--- config.mk ---
export PLATFORM = sky130hd
export DESIGN_NAME = conv_job_sequencer
export DESIGN_NICKNAME = d
export VERILOG_FILES = /design/src/rtl/conv_job_sequencer_pkg.sv /design/src/rtl/conv_job_sequencer_addr_cnt.sv /design/src/rtl/conv_job_sequencer.sv
export SDC_FILE = /design/constraint.sdc
export NUM_CORES = 1
export LEC_CHECK = 0
export BUFFER_PORTS_ARGS = -buffer_cell sky130_fd_sc_hd__buf_2
export CAP_MARGIN = 0
export CORE_ASPECT_RATIO = 0.6
export CORE_UTILIZATION = 57
export CTS_CLUSTER_SIZE = 28
export DETAILED_ROUTE_END_ITERATION = 6
export PLACE_DENSITY = 0.87
export SYNTH_ARGS = -nofsm -noshare
export SYNTH_HDL_FRONTEND = slang
export SYNTH_SLANG_ARGS = --single-unit
--- constraint.sdc ---
create_clock -name clk -period 6.4 [get_ports clk]
set_input_delay 1.28 -clock clk [delete_from_list [all_inputs] [get_ports clk]]
set_output_delay 1.28 -clock clk [all_outputs]
set_load 0.02 [all_outputs]
--- src/rtl/conv_job_sequencer_pkg.sv ---
// conv_job_sequencer_pkg: shared state encoding and default widths for the convolution job sequencer
package conv_pkg;
  localparam int DATA_W      = 8;
  localparam int Z_W         = 16;
  localparam int ADDR_W      = 5;
  localparam int TIMEOUT_CYC = 4096;
  typedef enum logic [2:0] {
    IDLE,
    LOAD_X,
    LOAD_Y,
    START,
    RUN,
    RD_ADDR,
    RD_WAIT,
    OUT
  } seq_state_t;
endpackage

--- src/rtl/conv_job_sequencer_addr_cnt.sv ---
// conv_addr_cnt: clearable up-counter flagging the final count before limit
module conv_addr_cnt #(
  parameter int W = 5
) (
  input  logic         clk,
  input  logic         rst_n,
  input  logic         clr,
  input  logic         en,
  input  logic [W-1:0] limit,
  output logic [W-1:0] cnt,
  output logic         hit
);
  always_ff @(posedge clk or negedge rst_n)
    if (!rst_n) cnt <= '0;
    else if (clr) cnt <= '0;
    else if (en) cnt <= cnt + 1'b1;
  assign hit = cnt == limit - 1'b1;
endmodule

--- src/rtl/conv_job_sequencer.sv ---
// conv_job_sequencer: loads X/Y into the convolution core, starts it, and streams Z back out
module conv_job_sequencer #(
  parameter int DATA_W      = conv_pkg::DATA_W,
  parameter int Z_W         = conv_pkg::Z_W,
  parameter int ADDR_W      = conv_pkg::ADDR_W,
  parameter int TIMEOUT_CYC = conv_pkg::TIMEOUT_CYC
) (
  input  logic              clk,
  input  logic              rst_n,
  input  logic              cfg_valid,
  output logic              cfg_ready,
  input  logic [ADDR_W-1:0] cfg_size_x,
  input  logic [ADDR_W-1:0] cfg_size_y,
  input  logic              in_valid,
  output logic              in_ready,
  input  logic [DATA_W-1:0] in_data,
  output logic              mem_we,
  output logic              mem_sel,
  output logic [ADDR_W-1:0] mem_addr,
  output logic [DATA_W-1:0] mem_wdata,
  output logic [ADDR_W-1:0] core_size_x,
  output logic [ADDR_W-1:0] core_size_y,
  output logic              core_start,
  input  logic              core_busy,
  input  logic              core_done,
  output logic [ADDR_W:0]   zmem_addr,
  input  logic [Z_W-1:0]    zmem_rdata,
  output logic              out_valid,
  input  logic              out_ready,
  output logic [Z_W-1:0]    out_data,
  output logic              out_last,
  output logic              busy,
  output logic              err
);
  import conv_pkg::*;
  localparam int WD_W = $clog2(TIMEOUT_CYC + 1);
  seq_state_t state, next_state;
  logic accept, bad_cfg, take_cfg, timeout, y_done;
  logic ld_hit, rd_hit, wd_hit;
  logic [ADDR_W-1:0] ld_cnt, ld_limit;
  logic [ADDR_W:0] rd_cnt, z_len;
  logic [WD_W-1:0] wd_cnt;

  assign accept   = in_valid && in_ready;
  assign bad_cfg  = cfg_size_x == '0 || cfg_size_y == '0;
  assign take_cfg = cfg_ready && cfg_valid && !bad_cfg;
  assign timeout  = (state == START || state == RUN) && wd_hit;
  assign ld_limit = state == LOAD_X ? core_size_x : core_size_y;
  assign z_len    = {1'b0, core_size_x} + {1'b0, core_size_y} - 1'b1;
  assign zmem_addr = rd_cnt;

  conv_addr_cnt #(.W(ADDR_W)) u_ld (
    .clk(clk), .rst_n(rst_n),
    .clr(!(state == LOAD_X || state == LOAD_Y) || (state == LOAD_X && accept && ld_hit)),
    .en(accept), .limit(ld_limit), .cnt(ld_cnt), .hit(ld_hit)
  );

  conv_addr_cnt #(.W(ADDR_W + 1)) u_rd (
    .clk(clk), .rst_n(rst_n),
    .clr(!(state inside {RD_ADDR, RD_WAIT, OUT})),
    .en(state == OUT && out_ready && !rd_hit), .limit(z_len), .cnt(rd_cnt), .hit(rd_hit)
  );

  // Held clear outside START/RUN so it reads zero on the first START cycle
  conv_addr_cnt #(.W(WD_W)) u_wd (
    .clk(clk), .rst_n(rst_n),
    .clr(!(state == START || state == RUN)),
    .en(1'b1), .limit(WD_W'(TIMEOUT_CYC)), .cnt(wd_cnt), .hit(wd_hit)
  );

  always_ff @(posedge clk or negedge rst_n)
    if (!rst_n) state <= IDLE;
    else state <= next_state;

  always_comb begin
    next_state = state;
    case (state)
      IDLE:    next_state = take_cfg ? LOAD_X : IDLE;
      LOAD_X:  next_state = accept && ld_hit ? LOAD_Y : LOAD_X;
      LOAD_Y:  next_state = y_done ? START : LOAD_Y;
      START:   next_state = timeout ? IDLE : core_busy ? RUN : START;
      RUN:     next_state = timeout ? IDLE : (!core_busy && core_done) ? RD_ADDR : RUN;
      RD_ADDR: next_state = RD_WAIT;
      RD_WAIT: next_state = OUT;
      OUT:     next_state = !out_ready ? OUT : rd_hit ? IDLE : RD_ADDR;
      default: next_state = IDLE;
    endcase
  end

  // After the last Y sample, y_done stalls in_ready for the cycle its write lands
  always_comb begin
    cfg_ready  = state == IDLE;
    in_ready   = state == LOAD_X || (state == LOAD_Y && !y_done);
    core_start = state == START;
    out_valid  = state == OUT;
    out_last   = out_valid && rd_hit;
    busy       = state != IDLE;
  end

  always_ff @(posedge clk or negedge rst_n)
    if (!rst_n) begin
      mem_we      <= 1'b0;
      mem_sel     <= 1'b0;
      mem_addr    <= '0;
      mem_wdata   <= '0;
      y_done      <= 1'b0;
      err         <= 1'b0;
      core_size_x <= '0;
      core_size_y <= '0;
      out_data    <= '0;
    end else begin
      mem_we <= accept;
      if (accept) begin
        mem_sel   <= state == LOAD_Y;
        mem_addr  <= ld_cnt;
        mem_wdata <= in_data;
      end
      y_done <= state == LOAD_Y && accept && ld_hit;
      err    <= (cfg_ready && cfg_valid && bad_cfg) || timeout;
      if (take_cfg) begin
        core_size_x <= cfg_size_x;
        core_size_y <= cfg_size_y;
      end
      if (state == RD_WAIT) out_data <= zmem_rdata;
    end
endmodule

=== Word level (Yosys, flattened, before mapping) ===
Cells that the tools add are included.

* Flip-flop bits (word level): 70
* Input bits: 41
* Output and inout bits: 54
* Logic and storage cells: 79

* Add/subtract/negate cells: 7
* Eq/ne operators: 11
* Muxes and demuxes: 16
* Reductions and logical operators: 32

{| class="wikitable"
|+ Operators with widths
! operator !! number
|-
| $pmux 3 s8 || 1
|-
| $logic_and 1x1->1 || 15
|-
| $mux 3 || 5
|-
| $mux 5 || 3
|-
| $add 13x1->13 const B || 1
|-
| $eq 13x12->1 const B || 1
|-
| $mux 13 || 1
|-
| $eq 3x3->1 const B || 4
|-
| $mux 6 || 2
|-
| $sub 6x1->6 const B || 2
|-
| $logic_not 5->1 || 2
|-
| $add 5x5->6 || 1
|-
| $add 6x1->6 const B || 1
|-
| $eq 3x2->1 const B || 2
|-
| $eq 6x6->1 || 1
|-
| $logic_or 1x1->1 || 6
|-
| $reduce_bool 3->1 || 2
|-
| $add 5x1->5 const B || 1
|-
| $eq 5x5->1 || 1
|-
| $logic_not 1->1 || 5
|-
| $sub 5x1->5 const B || 1
|-
| $eq 3x1->1 const B || 1
|-
| $logic_not 3->1 || 1
|-
| $mux 1 || 3
|-
| other kinds (3) || 3
|}

=== Logic depth before layout (Yosys ltp) ===
* Word-level depth: 8
* Mapped depth: 13

=== By module ===
Synthesis repeated with hierarchy kept, for this count alone.

* Cell total of the unflattened synthesis: 393
* Area total of the unflattened synthesis: 4157.7 sq um

{| class="wikitable"
|+ By module, submodules not included
! module !! times used !! cells an instance !! area each (sq um)
|-
| conv_job_sequencer || 1 || 189 || 2308.5
|-
| conv_addr_cnt (u_wd) || 1 || 121 || 1072.3
|-
| conv_addr_cnt (u_rd) || 1 || 47 || 429.2
|-
| conv_addr_cnt (u_ld) || 1 || 36 || 347.8
|}

=== Worst setup path after synthesis ===
No wires, ideal clock.

* Path kind: reg2out
* From: register core_size_x[1]
* To: output port out_last
* Arrival: 2703 ps
* Required time: 5120 ps
* Slack: 2417 ps
* Cell stages (with the launch flop): 12
* Buffers on the path: 1
* Cell sequence: dfrtp_1 inv_1 ha_1 inv_1 ha_1 inv_1 fa_1 xor2_1 nand4_1 nor4b_1 buf_2 and2_1

* Word-level cells in the longest chain between the ends: 5

{| class="wikitable"
|+ Ends and longest elaborated chain
! item !! line !! text
|-
| start, declared || conv_job_sequencer.sv:21 || <nowiki>output logic [ADDR_W-1:0] core_size_x,</nowiki>
|-
| start signal, assigned || conv_job_sequencer.sv:121 || <nowiki>core_size_x <= cfg_size_x;</nowiki>
|-
| $add 5x5->6 || conv_job_sequencer.sv:49 || <nowiki>assign z_len = {1'b0, core_size_x} + {1'b0, core_size_y} - 1'b1;</nowiki>
|-
| $sub 6x1->6 || conv_job_sequencer.sv:49 ||
|-
| $sub 6x1->6 || conv_job_sequencer_addr_cnt.sv:17 || <nowiki>assign hit = cnt == limit - 1'b1;</nowiki>
|-
| $eq 6x6->1 || conv_job_sequencer_addr_cnt.sv:17 ||
|-
| $logic_and 1x1->1 || conv_job_sequencer.sv:96 || <nowiki>out_last = out_valid && rd_hit;</nowiki>
|-
| end, declared || conv_job_sequencer.sv:31 || <nowiki>output logic out_last,</nowiki>
|}

Every way passes these cells.

=== Final worst setup path ===
Same ends and word-level chain as after synthesis.

==> flow_metrics.py <==
metrics = {
    "setup_path": {
        "reg2reg_to": "u_rd.cnt[2]$_DFFE_PN0P_",
        "cpMostUsedCell": "inv_1",
        "r2r_setup_slack_ps": 3410,
        "slowest_stage": "dfrtp_1",
        "rr_worst_depth": 13,
        "crit_chain": "inv_1, ha_1, inv_1, ha_1, inv_1, fa_1, xor2_1, nand4_1, nor4b_1, buf_4, and2_1, buf_2",
        "crit_arrival_ps": 3080,
        "worst-path-buf-inv": 5,
        "crit_required_ps": 5120,
        "start_kind": "flop",
        "r2r_start": "core_size_x[1]$_DFFE_PN0P_",
        "critPathMaxFanout": 12,
        "setup.worst_path.class": "flop to output pin",
        "end_kind": "output pin",
        "critPathMaxStageDelay_ps": 500,
        "cp_top_family": "adder cells",
    },
    "job": {
        "cap_violations": 0,
    },
    "timing": {
        "rsz0062_at_grt": "false",
        "slew_viol_final": 0,
        "fin_crit_sh": 0.681,
        "fin_worst_skew_ps": 10.4,
        "hold_viol": 0,
        "slew_headroom": 0.371,
        "fin_ws_ps": 2040,
        "holdWs_ps": 478,
        "min_period_ps": 4360,
        "max_clock_freq_mhz": 230,
        "setup_viol": 0,
        "setup_tns_ps": 0,
        "worst_pin_slew_ps": 943,
    },
    "power": {
        "intPower_uw": 1260,
        "vdd_ir_drop_max_mv": 0.304,
        "power.net_switching_uw": 956,
        "switching_share": 0.432,
        "power.clock.fraction": 0.181,
        "p_leak_uw": 0.00223,
        "power_frac_seq": 0.321,
        "combinationalPowerShare": 0.497,
        "power_density_nw_per_um2": 499,
    },
    "clocking": {
        "clockRootBuffer": "clkbuf_8",
        "postCtsSetupBuffers": 0,
        "cts_buffers": 9,
        "clock_path_buffers": 2,
        "path_clk_slew_ps": 80,
        "clock-sinks": 70,
        "cts_tree": "built",
        "clkLatencyLatePin_ps": 340,
        "cts_hold_buf": 0,
        "cts_max_level": 3,
        "post_cts_resized": 0,
    },
    "floorplan": {
        "rows": 22,
        "initial_utilization": 0.598,
        "pin_count": 95,
        "die_h_um": 64.4,
        "core_area_um2": 6190,
        "dieArea_um2": 6830,
        "fp.dieW_um": 106,
    },
    "synth": {
        "synth_ff_type": "dfrtp_1",
        "synthesis.area_um2": 3700,
        "synth_cells": 382,
        "ys_seq_elements": 70,
        "synth-edff-count": 0,
        "syn_area_per_cell_um2": 9.69,
        "yosys_warnings": 0,
        "postSynth.asyncResetShare": 1.00,
        "synthDistinctLibCells": 55,
        "yosysSeqAreaShare": 0.473,
        "syn_nets": 436,
    },
    "final_layout": {
        "fin_util": 0.716,
        "multi_input_area_um2": 1780,
        "fillers": 463,
        "drive_gt1_frac": 0.292,
        "seqCellArea_um2": 1750,
        "synthToLayoutAreaGrowth_pct": 19.9,
        "fin_cells": 563,
        "nets": 528,
        "n_antenna_cell": 0,
    },
    "detailed_routing": {
        "dr.pass1.iters": 5,
        "ant_nets": 0,
        "first_iter_violations": 287,
        "vias": 3005,
        "wl_per_cell_um": 13.6,
        "drt_drc_violations_left": 0,
        "vias_per_cell": 5.34,
        "drt-total-wl_um": 7670,
    },
    "min_path": {
        "hold_class": "flop to flop",
        "hold_depth": 2,
        "hp-start": "mem_addr[4]$_DFFE_PN0P_",
        "holdPathEnd": "mem_addr[4]$_DFFE_PN0P_",
    },
    "global_route": {
        "grt_max_degree": 71,
        "gr-total-overflow": 0,
        "gr-usage-all-layers": 0.248,
        "grt_pass1_vias": 2921,
        "grt_pass1_wl_um": 13200,
        "antenna_found_initial": 0,
    },
    "placed_design": {
        "hpwl_um": 5600,
        "gp_congestion": 0.868,
        "port_buffers": 94,
        "placed_cells": 547,
        "dp_slack_ps": 2450,
    },
    "outcome": {
        "outcome": "finished, final reports clean",
    },
}
[cell usage after synthesis, types with 2 or more instances]
cell | instances | area share
dfrtp_1 | 70 | 0.47
nand2_1 | 67 | 0.068
nor2_1 | 31 | 0.031
inv_1 | 22 | 0.022
mux2_2 | 18 | 0.055
o21ai_0 | 17 | 0.023
xor2_1 | 14 | 0.033
ha_1 | 12 | 0.041
nand3_1 | 12 | 0.016
xnor2_1 | 12 | 0.028
a21oi_1 | 11 | 0.015
and3_1 | 9 | 0.015
clkbuf_1 | 7 | 0.0071
mux2i_1 | 7 | 0.019
nand2b_1 | 6 | 0.010
nor3_1 | 6 | 0.0081
nand4_1 | 5 | 0.0085
nor2b_1 | 4 | 0.0068
buf_2 | 3 | 0.0041
buf_4 | 3 | 0.0061
o31ai_1 | 3 | 0.0061
or4_1 | 3 | 0.0061
a31oi_1 | 2 | 0.0034
and2_1 | 2 | 0.0034
buf_6 | 2 | 0.0061
nor4_1 | 2 | 0.0034
o22ai_1 | 2 | 0.0034
or3_1 | 2 | 0.0034
or3b_1 | 2 | 0.0047
[cells in the final DEF (no fill, tap or decap), types with 2 or more instances in the layout]
cell | synthesis | final
buf_2 | 3 | 94
dfrtp_1 | 70 | 70
nand2_1 | 67 | 67
nor2_1 | 31 | 31
inv_1 | 22 | 22
mux2_2 | 18 | 18
o21ai_0 | 17 | 17
xor2_1 | 14 | 14
nand3_1 | 12 | 12
xnor2_1 | 12 | 12
ha_1 | 12 | 12
a21oi_1 | 11 | 11
clkbuf_8 | 0 | 10
and3_1 | 9 | 9
mux2i_1 | 7 | 7
nor3_1 | 6 | 6
nand2b_1 | 6 | 6
nand4_1 | 5 | 5
nor2b_1 | 4 | 4
o31ai_1 | 3 | 3
or4_1 | 3 | 3
or3b_1 | 2 | 2
nor4_1 | 2 | 2
a31oi_1 | 2 | 2
o22ai_1 | 2 | 2
and2_1 | 2 | 2
or3_1 | 2 | 2
bufinv_16 | 0 | 2
clkinv_4 | 0 | 2
buf_4 | 3 | 2
[worst register-to-register path, cell delays in order, from the launching register on]
cell	delay, ps
dfrtp_1	500
inv_1	110
ha_1	290
inv_1	60
ha_1	160
inv_1	60
fa_1	400
nor2b_1	140
o21ai_0	120
a21oi_1	170
nor4b_1	70
buf_4	170
or4_1	470
a21oi_1	170
[cell families after synthesis]
family	count (synthesis)	synth area share
simple gates	161	0.210
flops	70	0.473
compound gates	48	0.0845
buf+inv	38	0.0467
xor+xnor	27	0.0659
mux	25	0.0737
fa+ha+maj	13	0.0460
[metrics by stage]
stage	instance area, um^2	power [uW]
after floorplan	3700	1530
after global placement	4210	1770
after detailed placement	4210	1810
after CTS	4440	2220
after global routing	4440	2390
final	4440	2220
[power groups by stage]
| stage | clock (uW) | combinational (uW) | sequential [uW] |
|---|---|---|---|
| after detailed placement | 0 | 1090 | 718 |
| final | 401 | 1100 | 712 |
| after CTS | 412 | 1100 | 710 |
| after global placement | 0 | 1060 | 707 |
| after global routing | 431 | 1230 | 733 |
| after floorplan | 0 | 714 | 819 |
[sequential cells by signal, summed over array words and instances, names as in the netlist, 5 cells and up]
| signal | flops |
|---|---|
| out_data | 16 |
| u_wd.cnt | 13 |
| mem_wdata | 8 |
| u_rd.cnt | 6 |
| core_size_x | 5 |
| core_size_y | 5 |
| mem_addr | 5 |
| u_ld.cnt | 5 |
[metal layers]
metal	routed length, um	track usage	part of all wire
met2	3510	0.386	0.46
met5	0	0	0
met1	3660	0.345	0.48
met4	29	0.0434	0.0038
met3	468	0.0805	0.061
[worst max path at each step]
stage	cells past startpoint	slack, ps	from	to
floorplan	11	2420	core_size_x[1]$_DFFE_PN0P_	out_last
global placement	12	2540	core_size_x[1]$_DFFE_PN0P_	out_last
detailed placement	12	2450	core_size_x[1]$_DFFE_PN0P_	out_last
CTS	12	2050	core_size_x[1]$_DFFE_PN0P_	out_last
global route	12	1720	core_size_x[1]$_DFFE_PN0P_	out_last
finish	12	2040	core_size_x[1]$_DFFE_PN0P_	out_last
[area by class of cell]
class,instances,area share
clock inverters,6,0.0212
flip-flops and latches,70,0.395
well taps,84,0.0237
multi-input cells,274,0.400
repair buffers,96,0.109
clock buffers,10,0.0310
inverters,23,0.0195
Note: power is estimated with default switching activity, not from simulation.
